<file path="src/rtl/bridge_interco_pkg.sv">
// Shared types and sizing helpers for the bridge interconnect response path.
package bridge_interco_pkg;

  localparam int N_SLAVE_DEFAULT = 16;

  typedef logic [N_SLAVE_DEFAULT-1:0] dest_t;

  // Pointer width is kept at least 1 bit so a depth-1 FIFO still has a legal pointer.
  function automatic int ptr_width(input int depth);
    return (depth > 1) ? $clog2(depth) : 1;
  endfunction

  function automatic int cnt_width(input int depth);
    return $clog2(depth + 1);
  endfunction

endpackage

</file>
<file path="src/rtl/bridge_dest_fifo.sv">
// In-order tracking FIFO of one-hot slave destinations for outstanding requests.
module bridge_dest_fifo
  import bridge_interco_pkg::*;
#(
  parameter int WIDTH = 16,
  parameter int DEPTH = 4
) (
  input  logic             clk,
  input  logic             rst_n,
  input  logic             push,
  input  logic [WIDTH-1:0] din,
  input  logic             pop,
  output logic [WIDTH-1:0] head,
  output logic             full,
  output logic             empty
);

  localparam int PW = ptr_width(DEPTH);
  localparam int CW = cnt_width(DEPTH);
  localparam logic [PW-1:0] LAST_PTR = PW'(DEPTH - 1);
  localparam logic [CW-1:0] FULL_CNT = CW'(DEPTH);

  logic [WIDTH-1:0] mem [DEPTH];
  logic [PW-1:0]    wr_ptr;
  logic [PW-1:0]    rd_ptr;
  logic [CW-1:0]    count;
  logic             do_push;
  logic             do_pop;

  assign full    = (count == FULL_CNT);
  assign empty   = (count == '0);
  assign do_push = push & ~full;
  assign do_pop  = pop & ~empty;
  assign head    = mem[rd_ptr];

  // Storage carries no reset: entries are only visible while count says they are valid.
  always_ff @(posedge clk) begin
    if (do_push) mem[wr_ptr] <= din;
  end

  // Explicit wrap compare keeps non-power-of-two depths correct.
  always_ff @(posedge clk or negedge rst_n) begin
    if (!rst_n) begin
      wr_ptr <= '0;
      rd_ptr <= '0;
      count  <= '0;
    end else begin
      if (do_push) wr_ptr <= (wr_ptr == LAST_PTR) ? '0 : wr_ptr + 1'b1;
      if (do_pop)  rd_ptr <= (rd_ptr == LAST_PTR) ? '0 : rd_ptr + 1'b1;
      case ({do_push, do_pop})
        2'b10:   count <= count + 1'b1;
        2'b01:   count <= count - 1'b1;
        default: count <= count;
      endcase
    end
  end

endmodule

</file>
<file path="src/rtl/bridge_resp_decoder.sv">
// Routes slave responses back to one master strictly in request order, flagging stray responses.
module bridge_resp_decoder
  import bridge_interco_pkg::*;
#(
  parameter int N_SLAVE         = 16,
  parameter int DATA_WIDTH      = 32,
  parameter int MAX_OUTSTANDING = 4
) (
  input  logic                          clk,
  input  logic                          rst_n,
  input  logic                          data_req_i,
  input  logic                          data_gnt_i,
  input  logic [N_SLAVE-1:0]            destination_i,
  input  logic [N_SLAVE-1:0]            data_r_valid_i,
  input  logic [N_SLAVE*DATA_WIDTH-1:0] data_r_rdata_i,
  input  logic [N_SLAVE-1:0]            data_r_opc_i,
  output logic                          data_r_valid_o,
  output logic [DATA_WIDTH-1:0]         data_r_rdata_o,
  output logic                          data_r_opc_o,
  output logic                          outstanding_full_o,
  input  logic                          err_clr_i,
  output logic                          err_unexpected_o
);

  logic               push_req;
  logic               hit;
  logic               err_set;
  logic               fifo_full;
  logic               fifo_empty;
  logic [N_SLAVE-1:0] head_dest;

  assign push_req = data_req_i & data_gnt_i;

  bridge_dest_fifo #(
    .WIDTH (N_SLAVE),
    .DEPTH (MAX_OUTSTANDING)
  ) u_fifo (
    .clk   (clk),
    .rst_n (rst_n),
    .push  (push_req),
    .din   (destination_i),
    .pop   (hit),
    .head  (head_dest),
    .full  (fifo_full),
    .empty (fifo_empty)
  );

  assign hit                = ~fifo_empty & (|(data_r_valid_i & head_dest));
  assign data_r_valid_o     = hit;
  assign outstanding_full_o = fifo_full;

  // AND-OR mux: a non-one-hot head ORs every selected slave together.
  always_comb begin
    data_r_rdata_o = '0;
    data_r_opc_o   = 1'b0;
    for (int k = 0; k < N_SLAVE; k++) begin
      if (hit && head_dest[k]) begin
        data_r_rdata_o = data_r_rdata_o | data_r_rdata_i[k*DATA_WIDTH +: DATA_WIDTH];
        data_r_opc_o   = data_r_opc_o | data_r_opc_i[k];
      end
    end
  end

  // Empty is registered state, so a response in the same cycle as the first push is stray.
  assign err_set = (push_req & fifo_full)
                 | (fifo_empty & (|data_r_valid_i))
                 | (~fifo_empty & (|(data_r_valid_i & ~head_dest)));

  always_ff @(posedge clk or negedge rst_n) begin
    if (!rst_n)         err_unexpected_o <= 1'b0;
    else if (err_set)   err_unexpected_o <= 1'b1;
    else if (err_clr_i) err_unexpected_o <= 1'b0;
  end

endmodule

</file>
<file path="config.mk">
export PLATFORM = sky130hd
export DESIGN_NAME = bridge_resp_decoder
export DESIGN_NICKNAME = d
export VERILOG_FILES = /design/src/rtl/bridge_interco_pkg.sv /design/src/rtl/bridge_dest_fifo.sv /design/src/rtl/bridge_resp_decoder.sv
export SDC_FILE = /design/constraint.sdc
export NUM_CORES = 1
export LEC_CHECK = 0
export BUFFER_PORTS_ARGS = -buffer_cell sky130_fd_sc_hd__buf_4
export CAP_MARGIN = 0
export CORE_AREA = 5 5 232 234
export CTS_CLUSTER_DIAMETER = 30
export DETAILED_ROUTE_END_ITERATION = 6
export DIE_AREA = 0 0 237 239
export PLACE_DENSITY = 0.46
export RECOVER_POWER = 25
export SLEW_MARGIN = 20
export SYNTH_ARGS = -nofsm -noshare
export SYNTH_HDL_FRONTEND = slang
export SYNTH_SLANG_ARGS = --single-unit
</file>
<file path="constraint.sdc">
create_clock -name clk -period 3.2 [get_ports clk]
set_input_delay 0.32 -clock clk [delete_from_list [all_inputs] [get_ports clk]]
set_output_delay 0.32 -clock clk [all_outputs]
set_load 0.1 [all_outputs]
</file>
==> reports/results.ini <==
[pwr]
pwr-share-comb=0.839
total_power_mw=13.7
p_seq_frac=0.091
powerDensity_mw_per_mm2=957
swShare=0.535
ir_worst_vdd_mv=0.486
internal_power_mw=6.38
power.clock.fraction=0.070
p_leak_nw=6.22
p_sw_mw=7.34

[layout]
final_cell_mix=buf_4, a22o_1, a221oi_1
layout_commonest_cell=buf_4
design_area_mm2=0.0143
final_nets=1843
areaGrowthSynthToFinish_pct=120
multi_input_area_mm2=0.00473
final_util=0.277
stdcell_count=1970
drive_gt1_frac=0.657
regArea_mm2=0.00212
nFillCells=5492

[drt]
drc=0
wl_per_cell_um=31.4
firstDrtPassIters=5
vias=9406
finalWirelength_um=61900
viasPerCell=4.77
drtAntennaViolNets=0
dr.first_iter.drc_count=706

[logic_synthesis]
synth-async-reset-ratio=0.111
synth_warnings=0
synthCells=618
syn_area_per_cell_um2=10.6
postSynthNetCount=1190
synth_area_mm2=0.00653
synth_edf_count=64
ys_ff_latch=72
synth-main-ff-cell=edfxtp_1
ys_types=42
ys_seq_area_frac=0.325

[grt]
grt_pass1_vias=9675
grt_max_degree=35
use_met2=0.332
grt_pass1_wl_um=79400
gr-usage-met3=0.0330
use_met1=0.265
grt_usage=0.197
antenna_found_initial=9
grt_overflow=0
grt-busiest-layer=met2

[sta]
fin_worst_skew_ps=5.56
tightest_slew_ps=485
rsz0062_at_grt=yes
hold_violations=0
setup_viol=31
fin_setup_tns_ps=-1670
fmax_mhz=303
setup_slack_ps=-106
holdWs_ps=194
period_share=1.03
min_period_ps=3310
slew_violations=0
slew-limit-headroom=0.673

[setup_path]
start_kind=flop
cp.required_ps=2880
critical_path_class=flop to output port
cp.arrival_ps=2990
crit_fanout=6
worst_setup_path_end_kind=output port

[floorplanning]
pin_count=601
fp.dieArea_mm2=0.0566
die_y_um=239
coreArea_mm2=0.0518
num_rows=84
start_util=0.126
die_w_um=237

[job]
cap_violations=0

[placed_design]
dp_hpwl_um=48300
placed_area_mm2=0.0128
place_ws_ps=-146
dp_cells=1913
gp_congestion=0.963
io_buffer_count=600

[hold_path]
hp-class=input port to flop

[clock_network]
clock_path_buffers=2
cts_root_buf=clkbuf_16
htreeDepth=3
clkSinkCount=72
cts_inserted_buffers=9
cts_tree=done
clkTransAtPathRegs_ps=60
clk_latency_ps=330

[status]
status=finished with violations
violations=negative setup slack

-- path summary, 6_finish.rpt --
kind	startpoint	end	slack (ps)	depth (start not counted)
setup / recovery	u_fifo.rd_ptr[0]	data_r_rdata_o[24]	-110	10
hold / removal	destination_i[2]	u_fifo.mem[2][2]	190	1
setup reg to reg	u_fifo.rd_ptr[0]	u_fifo.count[2]	40	14
hold reg to reg	u_fifo.count[2]	u_fifo.count[2]	510	1
max in group asynchronous	rst_n	u_fifo.rd_ptr[0]	2640	2
min in group asynchronous	rst_n	u_fifo.rd_ptr[0]	410	2
-- logic make-up (layout without fill, tap and decap cells) --
logic type	Yosys count	count (layout)	share of synthesized area
AOI/OAI and AO/OA	329	329	0.432
and+or+nand+nor	75	75	0.0782
buffers and inverters	100	758	0.0682
adders and majority gates	7	7	0.0146
xor gates and xnor gates	3	3	0.00403
muxes	32	32	0.0778
other	0	6	0
DFF	72	72	0.325
-- synthesized netlist by cell type (all sizes together), types with 6 or more instances --
library cell | n | area (um2)
edfxtp | 64 | 1920
inv | 25 | 93.8
and4 | 33 | 289
clkbuf | 47 | 178
a22o | 135 | 1180
dfrtp | 8 | 200
a221oi | 132 | 1160
nand2 | 11 | 41.3
a211oi | 33 | 248
buf | 28 | 174
mux2i | 17 | 170
mux4 | 15 | 338
ha | 6 | 75.1
o32ai | 8 | 70.1
o22ai | 7 | 43.8
-- power by group through the flow --
stage | sequential (mW) | combinational, mW | clock (mW)
after global routing | 1.26 | 11.9 | 1.02
final | 1.24 | 11.5 | 0.958
after floorplan | 1.23 | 5.57 | 0
after detailed placement | 1.25 | 9.61 | 0
after CTS | 1.24 | 10.9 | 0.980
after global placement | 1.25 | 9.65 | 0
-- flip-flops by register name (all words and copies together) (netlist names) --
name,cells
u_fifo.mem,64
u_fifo.count,3
u_fifo.rd_ptr,2
u_fifo.wr_ptr,2
err_unexpected_o,1
-- layer usage --
layer / routed length, um / up-vias
met3: 4040 / 82
met2: 29500 / 500
met1: 26400 / 4730
met4: 1940 / 6
met5: 34 / -
li1: - / 4088
-- repair_timing --
item,CTS,global route
endpoints found under the setup margin,34,36
hold buffers,1,0
endpoints found under the hold margin,8,0
gates resized for setup,134,35
cloned,5,6
setup buffers,9,15
pin swaps,5,11
-- critical path: stages, from the launching register on --
cell,delay (ps)
dfrtp_2,430
buf_12,140
mux4_2,610
buf_12,190
clkbuf_16,160
a22o_1,230
a221oi_4,270
buf_4,170
and4_1,200
a211oi_2,50
buf_6,210
-- area by class of cell --
type,count,area share
clock inverter,4,0.00314
inverter,25,0.00681
clock buffer,12,0.0165
sequential,72,0.148
antenna,6,0.00105
timing repair buffer,717,0.434
multi-input combinational,446,0.330
tap,688,0.0601
Power figures use the tool's default switching activity.
